===== config.mk =====
export PLATFORM = sky130hd
export DESIGN_NAME = mac_result_quantizer
export DESIGN_NICKNAME = d
export VERILOG_FILES = /design/src/rtl/mac_result_quantizer.sv
export SDC_FILE = /design/constraint.sdc
export NUM_CORES = 1
export LEC_CHECK = 0
export CORE_MARGIN = 2
export CORE_UTILIZATION = 35
export CTS_BUF_LIST = sky130_fd_sc_hd__clkbuf_8 sky130_fd_sc_hd__clkbuf_16
export DETAILED_ROUTE_END_ITERATION = 8
export PLACE_DENSITY_LB_ADDON = 0.3
export SYNTH_ARGS = -nofsm -noshare
export SYNTH_HDL_FRONTEND = slang
export SYNTH_SLANG_ARGS = --single-unit

===== constraint.sdc =====
create_clock -name clk -period 2.7 [get_ports clk]
set_input_delay 0.405 -clock clk [delete_from_list [all_inputs] [get_ports clk]]
set_output_delay 0.405 -clock clk [all_outputs]
set_load 0.005 [all_outputs]

===== src/rtl/mac_result_quantizer.sv =====
`default_nettype none
// ============================================================================
// Module   : mac_result_quantizer
// Brief    : Rounds, shifts and saturates MAC accumulator samples, queues the
//            results in a small FIFO drained over valid/ready, sticky status.
// Revision : 1.0 - initial release
// ============================================================================
module mac_result_quantizer #(
  parameter int ACC_W = 24,
  parameter int OUT_W = 8,
  parameter int SHIFT = 8,
  parameter int DEPTH = 4
) (
  input  logic             clk,
  input  logic             rst,
  input  logic             sample,
  input  logic [ACC_W-1:0] acc_in,
  output logic [OUT_W-1:0] out_data,
  output logic             out_valid,
  input  logic             out_ready,
  output logic             fifo_full,
  output logic             sat_flag,
  output logic [7:0]       drop_cnt,
  input  logic             clr_flags
);

  localparam int               c_aw      = $clog2(DEPTH);
  localparam logic [ACC_W:0]   c_half    = (ACC_W+1)'(1) << (SHIFT-1);
  localparam logic [ACC_W:0]   c_sat_lim = (ACC_W+1)'((2**OUT_W) - 1);
  localparam logic [c_aw:0]    c_depth   = (c_aw+1)'(DEPTH);
  localparam logic [7:0]       c_drop_max = 8'hFF;

  // Stage 1: round-half-up and shift, one extra bit so the add cannot wrap
  logic [ACC_W:0]   w_sum;
  logic [ACC_W:0]   w_rnd;
  logic             r_s1_v;
  logic [ACC_W:0]   r_s1_r;

  assign w_sum = {1'b0, acc_in} + c_half;
  assign w_rnd = w_sum >> SHIFT;

  always_ff @(posedge clk or posedge rst) begin
    if (rst) begin
      r_s1_v <= 1'b0;
      r_s1_r <= '0;
    end else begin
      r_s1_v <= sample;
      if (sample) begin
        r_s1_r <= w_rnd;
      end
    end
  end

  // Stage 2: saturate and push into the FIFO
  logic             w_over;
  logic [OUT_W-1:0] w_q;
  logic             w_sat_ev;
  logic             w_pop;
  logic             w_accept;
  logic             w_drop_ev;

  logic [OUT_W-1:0] r_mem [DEPTH];
  logic [c_aw-1:0]  r_wr_ptr;
  logic [c_aw-1:0]  r_rd_ptr;
  logic [c_aw:0]    r_count;
  logic [OUT_W-1:0] r_last;
  logic             r_sat;
  logic [7:0]       r_drop;

  assign w_over    = (r_s1_r > c_sat_lim);
  assign w_q       = w_over ? {OUT_W{1'b1}} : r_s1_r[OUT_W-1:0];
  assign w_sat_ev  = r_s1_v && w_over;
  assign w_pop     = (r_count != '0) && out_ready;
  // A full FIFO still accepts when the head leaves on the same edge
  assign w_accept  = r_s1_v && ((r_count != c_depth) || w_pop);
  assign w_drop_ev = r_s1_v && !w_accept;

  always_ff @(posedge clk) begin
    if (w_accept) begin
      r_mem[r_wr_ptr] <= w_q;
    end
  end

  always_ff @(posedge clk or posedge rst) begin
    if (rst) begin
      r_wr_ptr <= '0;
      r_rd_ptr <= '0;
      r_count  <= '0;
      r_last   <= '0;
    end else begin
      if (w_accept) begin
        r_wr_ptr <= r_wr_ptr + 1'b1;
      end
      if (w_pop) begin
        r_rd_ptr <= r_rd_ptr + 1'b1;
        r_last   <= r_mem[r_rd_ptr];
      end
      case ({w_accept, w_pop})
        2'b10:   r_count <= r_count + 1'b1;
        2'b01:   r_count <= r_count - 1'b1;
        default: r_count <= r_count;
      endcase
    end
  end

  // Sticky status: a same-edge event takes priority over the clear
  always_ff @(posedge clk or posedge rst) begin
    if (rst) begin
      r_sat  <= 1'b0;
      r_drop <= '0;
    end else begin
      if (w_sat_ev) begin
        r_sat <= 1'b1;
      end else if (clr_flags) begin
        r_sat <= 1'b0;
      end
      if (w_drop_ev) begin
        if (clr_flags) begin
          r_drop <= 8'd1;
        end else if (r_drop != c_drop_max) begin
          r_drop <= r_drop + 8'd1;
        end
      end else if (clr_flags) begin
        r_drop <= '0;
      end
    end
  end

  assign out_valid = (r_count != '0);
  assign out_data  = out_valid ? r_mem[r_rd_ptr] : r_last;
  assign fifo_full = (r_count == c_depth);
  assign sat_flag  = r_sat;
  assign drop_cnt  = r_drop;

endmodule
`default_nettype wire

==> results of run 1 <==
==> metrics by stage <==
step	hold WS [ns]	cell area (µm²)	power [mW]	setup slack, ns
global placement	0.481	4100	2.08	0.358
CTS	0.511	4300	3.01	0.0901
finish	0.497	4300	2.96	0.135
detailed placement	0.491	4100	2.11	0.273
global route	0.526	4300	3.14	0.0258
floorplan	0.436	3510	1.87	0.933
==> metal layers <==
layer | vias up | part of all wire, % | global-route usage, %
met1 | 1117 | 47 | 18.0
met4 | 0 | 1.7 | 6.08
met5 | - | 0 | 0
met3 | 9 | 3.0 | 2.32
li1 | 1139 | - | -
met2 | 37 | 48 | 20.6
==> placed cells by master, fill, tap and decap left out, types with 2 or more instances in the layout <==
cell type,synthesis,layout
clkdlybuf4s50_1,0,40
a31oi_1,2,2
nor3_1,9,9
inv_6,0,5
or4_1,2,2
nor2_1,26,26
xor2_1,7,7
a21oi_1,21,21
ha_1,6,6
and2_1,3,3
xnor2_1,14,14
or2_2,9,9
edfxtp_1,32,32
nand3_1,9,9
mux2_2,19,19
a211oi_1,2,2
nand2_1,10,10
inv_1,12,12
o21ai_0,3,3
o31ai_1,2,2
nor4_1,5,5
buf_4,0,8
mux4_2,8,8
clkbuf_8,0,9
and3_1,8,8
nand4_1,6,6
dfrtp_1,42,42
==> worst min-delay path: stages <==
cell	delay, ns
clkdlybuf4s50_1	0.39
inv_1	0.05
buf_4	0.46
==> state kept, by name, indices dropped and copies added (netlist names) <==
name / cells
r_rd_ptr: 2
r_mem: 32
r_wr_ptr: 2
r_s1_r: 17
drop_cnt: 8
sat_flag: 1
r_last: 8
r_s1_v: 1
r_count: 3
==> kinds of logic (layout without fill, tap and decap cells) <==
group                    count (synthesis)  count (layout)  share of synthesized area, %
buffers and inverters                   23              76                          2.60
flip-flops                              74              74                          57.2
AND/OR/NAND/NOR                         95              95                          14.8
XOR/XNOR                                21              21                          5.23
adder cells (fa/ha/maj)                  7               7                          2.71
multiplexers                            28              28                          11.5
AO/OA/AOI/OAI                           36              36                          5.94
==> path summary, 6_finish.rpt <==
| check | startpoint | to | slack, ns | depth (start not counted) |
|---|---|---|---|---|
| worst max-delay path | r_rd_ptr[0] | out_data[1] | 0.14 | 4 |
| worst min-delay path | rst | drop_cnt[5] | 0.50 | 3 |
| worst max register to register | r_count[0] | r_count[1] | 0.70 | 6 |
| worst min register to register | r_last[2] | r_last[2] | 0.51 | 1 |
| max in group asynchronous | rst | r_last[3] | 1.82 | 3 |
| min in group clk | r_last[2] | r_last[2] | 0.51 | 1 |
==> final cells by class <==
cell class | instances | area share (%)
Clock buffer | 9 | 2.88
Clock inverter | 7 | 1.89
Inverter | 12 | 1.05
Multi-Input combinational cell | 187 | 32.8
Sequential cell | 74 | 46.8
Tap cell | 133 | 3.87
Timing Repair Buffer | 48 | 10.7
==> power by group through the flow <==
| stage | sequential [mW] | combinational (mW) | clock, mW |
|---|---|---|---|
| after global placement | 1.44 | 0.645 | 0 |
| after detailed placement | 1.44 | 0.672 | 0 |
| after floorplan | 1.37 | 0.493 | 0 |
| after CTS | 1.42 | 0.674 | 0.919 |
| after global routing | 1.43 | 0.744 | 0.968 |
| final | 1.41 | 0.657 | 0.892 |
==> out/qor.csv, run 1 <==
metric,value,unit
cts.repair.resized,0,
slew_headroom,57.6,%
cts.path.max_buffers,2,
synth_cells,284,
n_antenna_cell,0,
grt_util_all_layers,13.2,%
critPathRequiredTime,2.30,ns
seq_power_share,47.7,%
instances_no_fill,470,
cellPowerDensity,689,nW/µm²
dieArea,10900,µm²
fillCellCount,929,
final-max-slew-violation-count,0,
hold_buffers,0,
setup_viol,0,
cap_violations,0,
internal_power,2.06,mW
ys_async_sr_fraction,56.8,%
ant_nets,0,
crit_type,flop to output port,
dp_cells,454,
cellLeakagePower,1.41,nW
critPathCaptureType,output port,
cts_tree,done,
power_frac_comb,22.2,%
drt-vias-per-instance,4.90,
clk_latency,0.35,ns
run_status,"complete, no violations",
synth-seq-area-share,57.2,%
postCtsSetupRepairBufs,0,
die_h,104,µm
synthTopCellsByCount,"dfrtp_1 (42), edfxtp_1 (32), nor2_1 (26)",
worst_pin_slew,0.634,ns
vdd.ir_drop.worst,242,µV
p_sw_share,30.6,%
layout-drive-gt1-share,19.3,%
place_congestion,0.753,
numCtsBuffers,9,
fin_crit_sh,95.0,%
drc_errors,0,
drt_first_iter_violations,100,
nNetsFinal,368,
fmax,0.390,GHz
finish.utilization,44.0,%
cts.sink_count,74,
grt_antenna_before_repair,0,
skew,0.00810,ns
cpPeakStageDelay,0.55,ns
synthTopCellsByArea,"dfrtp_1 (30%), edfxtp_1 (27%), mux2_2 (6.1%), mux4_2 (5.1%), xnor2_1 (3.5%)",
tns,0,ns
grt_pass1_wl,11300,µm
start_kind,flop,
synthFlopType,dfrtp_1,
synth_largest_area_cell,dfrtp_1,
pin_count,48,
num_vias,2302,
grt_max_degree,43,
seq_area,2010,µm²
cts_max_level,3,
synth-edff-count,32,
hpwlAfterDp,4730,µm
rsz0062_at_grt,no,
first_pass_iters,4,
syn_avg_cell_area,12.4,µm²
port_buffers,40,
synth.most_common_cell,dfrtp_1,
holdCritPathClass,input pin to asynchronous set/reset pin,
syn_to_final_growth,22.4,%
p_clk_share,30.1,%
initial_core_util,36.0,%
net-switching-power,0.906,mW
final_hold_viol_count,0,
cts.clk_slew.worst_paths,0.08,ns
critPathTopFamily,multiplexers,
critPathMaxFanout,10,
post_drt_wl_per_cell,14.2,µm
yosys_warnings,0,
grt_pass1_vias,2303,
cts-root-buf,clkbuf_8,
grt_overflow,0,
synthDistinctLibCells,42,
fin_crit,2.56,ns
die_x,104,µm
multi_input_area,1410,µm²
crit_chain,"buf_4, mux4_2, mux2_2, clkdlybuf4s50_1",
wl,6650,µm
core_area,9770,µm²
synth_top_area_share,29.9,%
ys_ff_latch,74,
synthesis.area,3510,µm²
rows,36,
path_buf_inv,2,
crit_slowest_cell,mux4_2,
cp.arrival,2.16,ns
synth_nets,320,
(Power assumes the default switching activity.)
==> run 2: changes to the inputs <==
- CORE_MARGIN: 2 -> 3
==> run 2 against run 1 <==
Net effect:
- via count shrank 1.0%
- global-route usage is 0.94 points lower
- routed wire length down 3.6%
- cell area grew 0.12%
- critical path type unchanged
- critical endpoint is now out_data[0]
- largest power group unchanged
==> out/qor.csv, run 2 (synthesized netlist as in run 1, its figures left out) <==
metric,value,unit,change
port_buffers,40,,unchanged
final_common_cell,dfrtp_1,,
cts.clk_slew.worst_paths,0.08,ns,about the same
drt-vias-per-instance,4.91,,+0.28%
num_vias,2279,,-1.0%
fmax,0.389,GHz,-0.32%
dp_cells,448,,-1.3%
timing.rr.start,r_count[1],,
cp.arrival,2.17,ns,about the same
crit_start,r_rd_ptr[0],,
syn_to_final_growth,22.5,%,
final_cell_mix,"dfrtp_1 (42), clkdlybuf4s50_1 (40), edfxtp_1 (32)",,
grt_util_all_layers,12.3,%,-0.94 points
regToRegSetupSlack,0.76,ns,+0.06 ns
numCtsBuffers,9,,unchanged
place_congestion,0.781,,+3.7%
hpwlAfterDp,4670,µm,-1.1%
worstSetupEndpoint,out_data[0],,
final_hold_viol_count,0,,unchanged
worst_pin_slew,0.641,ns,+0.00766 ns
instances_no_fill,464,,-1.3%
dieArea,11300,µm²,+3.9%
reg2reg_to,r_count[1],,
grt_pass1_vias,2285,,-0.78%
critPathRequiredTime,2.30,ns,about the same
r2r_cells,6,,unchanged
n_antenna_cell,0,,unchanged
grt_use_met1,16.3,%,-1.7 points
core_area,9500,µm²,-2.8%
total_power,2.98,mW,+0.78%
start_kind,flop,,
die_h,106,µm,+1.9%
tns,0,ns,unchanged
ant_nets,0,,unchanged
crit_slowest_cell,mux4_2,,
drt_first_iter_violations,89,,-11%
cpPeakStageDelay,0.55,ns,about the same
grt_antenna_before_repair,0,,unchanged
rsz0062_at_grt,no,,
grt_max_degree,28,,-35%
wl,6410,µm,-3.6%
cts.path.max_buffers,2,,unchanged
cts_max_level,3,,unchanged
layout-drive-gt1-share,18.8,%,-0.48 points
cts.repair.resized,0,,unchanged
setup_viol,0,,unchanged
fillCellCount,858,,-7.6%
skew,0.00977,ns,+0.00167 ns
drc_errors,0,,unchanged
cts-root-buf,clkbuf_8,,
run_status,"complete, no violations",,
rows,35,,-2.8%
crit_chain,"buf_4, mux4_2, mux2_2, clkdlybuf4s50_1",,
grt_busiest_layer,met2,,
vdd.ir_drop.worst,248,µV,+2.5%
post_drt_wl_per_cell,13.8,µm,-2.4%
initial_core_util,37.0,%,+1.0 points
postCtsSetupRepairBufs,0,,unchanged
fin_crit,2.57,ns,+0.00815 ns
nNetsFinal,366,,-0.54%
cts_tree,done,,
grt_pass1_wl,10900,µm,-3.2%
cellPowerDensity,693,nW/µm²,+0.66%
first_pass_iters,4,,unchanged
crit_cells,4,,unchanged
cts.sink_count,74,,unchanged
top_register,r_mem,,
cap_violations,0,,unchanged
critPathTopFamily,multiplexers,,
slew_headroom,57.0,%,-0.64 points
largest_register_ffs,32,,unchanged
crit_type,flop to output port,,
fin_crit_sh,95.3,%,+0.30 points
holdCritPathClass,input pin to asynchronous set/reset pin,,
setup_ws,0.127,ns,-0.00815 ns
cellLeakagePower,1.41,nW,-0.33%
path_buf_inv,2,,unchanged
final-max-slew-violation-count,0,,unchanged
pin_count,48,,unchanged
reg_top3,"r_mem (32), r_s1_r (17)",,
clk_latency,0.33,ns,-0.02 ns
grt_overflow,0,,unchanged
use_met2,19.6,%,-0.99 points
critPathCaptureType,output port,,
die_x,106,µm,+1.9%
met3_usage,2.67,%,+0.35 points
critPathMaxFanout,10,,unchanged
dp_slack,0.227,ns,-0.0459 ns
hold_buffers,0,,unchanged
==> run 2: final cells by class <==
class | instances | area (µm²) | area share, %
clock inverter | 7 | 93.8 | 2.18
clock buffer | 9 | 124 | 2.88
timing repair buffer | 46 | 458 | 10.6
sequential | 74 | 2010 | 46.7
inverter | 12 | 45.0 | 1.05
tap | 129 | 161 | 3.75
multi-input combinational | 187 | 1410 | 32.8
==> run 2: how the worst min path moves through the flow <==
stage	to	start	cells after the start	slack (ns)
after floorplan	r_s1_v	sample	0	0.44
after global placement	r_last[3]	r_last[3]	1	0.48
after detailed placement	r_last[3]	r_last[3]	1	0.49
after CTS	drop_cnt[1]	rst	2	0.40
after global routing	drop_cnt[1]	rst	2	0.43
final	drop_cnt[6]	rst	2	0.40
==> run 2: metrics by stage <==
stage	util (%)	hold slack, ns	instance area (µm²)
after floorplan	-	0.436	3510
after global placement	43.0	0.481	4090
after detailed placement	43.0	0.488	4090
after CTS	45.3	0.402	4310
after global routing	45.3	0.433	4310
final	45.3	0.404	4310
==> run 2: report_power, final <==
part	internal, mW	leakage, nW	switching, mW	total (mW)
logic	0.322	0.634	0.331	0.652
registers	1.29	0.668	0.118	1.41
clock network	0.518	0.105	0.405	0.923
total	2.13	1.41	0.854	2.98
==> run 2: worst register-to-register path, stage by stage, from the launching register on <==
cell       delay [ns]
dfrtp_1          0.52
o31ai_1          0.14
or2_2            0.31
fa_1             0.46
a211oi_1         0.17
o21ai_0          0.11
a2bb2oi_1        0.16
==> run 2: metal layers <==
layer / part of all wire (%) / up-vias
li1: - / 1124
met1: 49 / 1109
met2: 47 / 39
met3: 3.5 / 7
met4: 1.0 / 0
met5: 0 / -
==> run 3: changes to the inputs <==
- CORE_MARGIN: 3 -> 2
- clock period: 2.7 -> 3.2 ns (I/O delays scaled with it)
==> run 3 against run 2 <==
Net effect:
- highest routed layer unchanged
- cell area fell by 1.0%
- worst hold slack improved by 0.10 ns
- final cell count rose by 0.22%
- critical path type unchanged
- routed wire length fell by 0.27%
- total power fell by 18%
- critical path depth fell by 1
==> out/qor.csv, run 3 (synthesized netlist as in run 1, its figures left out) <==
metric,value,unit,change
run_status,"complete, no violations",,
cellPowerDensity,571,nW/µm²,-18%
cap_violations,0,,unchanged
wl,6400,µm,-0.27%
crit_chain,"mux4_2, mux2_2, clkdlybuf4s50_1",,
cts_tree,done,,
cts-root-buf,clkbuf_8,,
core_area,9770,µm²,+2.9%
num_vias,2242,,-1.6%
worst_pin_slew,0.677,ns,+0.0358 ns
drt-vias-per-instance,4.82,,-1.8%
reg_top3,"r_mem (32), r_s1_r (17)",,
fin_crit,2.87,ns,
n_antenna_cell,0,,unchanged
fin_crit_sh,89.8,%,
nNetsFinal,363,,-0.82%
cp.arrival,2.39,ns,+0.22 ns
slew_headroom,54.6,%,-2.4 points
critPathMaxFanout,10,,unchanged
crit_slowest_cell,dfrtp_1,,
path_buf_inv,1,,-1
holdCritPathClass,flop to flop,,
first_pass_iters,4,,unchanged
final_hold_viol_count,0,,unchanged
largest_register_ffs,32,,unchanged
r2r_cells,6,,unchanged
ant_nets,0,,unchanged
dp_slack,0.627,ns,+0.400 ns
setup_viol,0,,unchanged
postCtsSetupRepairBufs,0,,unchanged
critPathRequiredTime,2.72,ns,+0.42 ns
numCtsBuffers,9,,unchanged
cellLeakagePower,1.39,nW,-1.2%
design_area,4260,µm²,-1.0%
port_buffers,40,,unchanged
cts.clk_slew.worst_paths,0.09,ns,about the same
final-max-slew-violation-count,0,,unchanged
drc_errors,0,,unchanged
hpwlAfterDp,4570,µm,-2.2%
layout-drive-gt1-share,18.1,%,-0.73 points
grt_overflow,0,,unchanged
critPathCaptureType,output port,,
total_power,2.43,mW,-18%
fillCellCount,947,,+10%
fmax,0.348,GHz,
initial_core_util,36.0,%,-1.0 points
place_area,4060,µm²,-0.73%
cts.repair.resized,0,,unchanged
skew,0.0129,ns,+0.00315 ns
clk_latency,0.35,ns,+0.02 ns
tns,0,ns,unchanged
start_kind,flop,,
cts_max_level,3,,unchanged
crit_cells,3,,-1
grt_antenna_before_repair,0,,unchanged
grt_max_degree,43,,+54%
vdd.ir_drop.worst,219,µV,-12%
final_cell_mix,"dfrtp_1 (42), clkdlybuf4s50_1 (40), edfxtp_1 (32)",,
place_congestion,0.760,,-2.7%
post_drt_wl_per_cell,13.8,µm,-0.48%
die_x,104,µm,-1.9%
drt_first_iter_violations,70,,-21%
hold_buffers,0,,unchanged
cts.sink_count,74,,unchanged
setup_ws,0.326,ns,+0.199 ns
grt_util_all_layers,12.5,%,+0.23 points
final_common_cell,dfrtp_1,,
grt_pass1_vias,2247,,-1.7%
top_register,r_mem,,
critPathTopFamily,multiplexers,,
die_h,104,µm,-1.9%
cts.path.max_buffers,2,,unchanged
cpPeakStageDelay,0.72,ns,+0.17 ns
min_delay_path_depth,1,,
dieArea,10900,µm²,-3.7%
rows,36,,+2.9%
grt_pass1_wl,10800,µm,-1.2%
pin_count,48,,unchanged
syn_to_final_growth,21.3,%,
rsz0062_at_grt,no,,
crit_type,flop to output port,,
run 3: metal layers:
layer	vias to the layer above	track usage (%)	wire length (µm)	part of all wire [%]
li1	1126	-	-	-
met1	1059	15.8	3030	47
met2	48	20.7	3070	48
met3	9	2.63	202	3.2
met4	0	5.21	95	1.5
met5	-	0	0	0
run 3: power breakdown:
group	switching (mW)	internal [mW]	leakage, nW
sequential	0.140	1.09	0.668
combinational	0.232	0.254	0.618
clock	0.376	0.344	0.104
run 3: path summary, 6_finish.rpt:
path | start | to | slack (ns)
max in group asynchronous | rst | r_wr_ptr[0] | 2.25
max reg2reg | r_count[1] | r_count[1] | 1.26
max | r_rd_ptr[0] | out_data[5] | 0.33
min in group asynchronous | rst | drop_cnt[3] | 0.57
min reg2reg | r_last[7] | r_last[7] | 0.50
min | r_last[7] | r_last[7] | 0.50
run 3: worst register-to-register path, stage by stage (launching register included):
cell	delay (ns)
dfrtp_1	0.52
o31ai_1	0.13
or2_2	0.31
fa_1	0.47
a211oi_1	0.17
o21ai_0	0.11
a2bb2oi_1	0.16
run 3: final cells by class:
class | instances | area (µm²) | share of cell area [%]
clock buffer | 10 | 149 | 3.49
multi-input combinational | 187 | 1410 | 33.1
tap | 133 | 166 | 3.90
sequential | 74 | 2010 | 47.2
timing repair buffer | 43 | 423 | 9.92
inverter | 12 | 45.0 | 1.06
clock inverter | 6 | 55.1 | 1.29
run 3: per-stage QoR:
stage | hold WS [ns] | utilization [%] | std cells
final | 0.505 | 43.6 | 465
after global routing | 0.528 | 43.6 | 465
after CTS | 0.508 | 43.6 | 465
after detailed placement | 0.487 | 41.5 | 449
after global placement | 0.482 | 41.5 | 449
after floorplan | 0.473 | - | 284
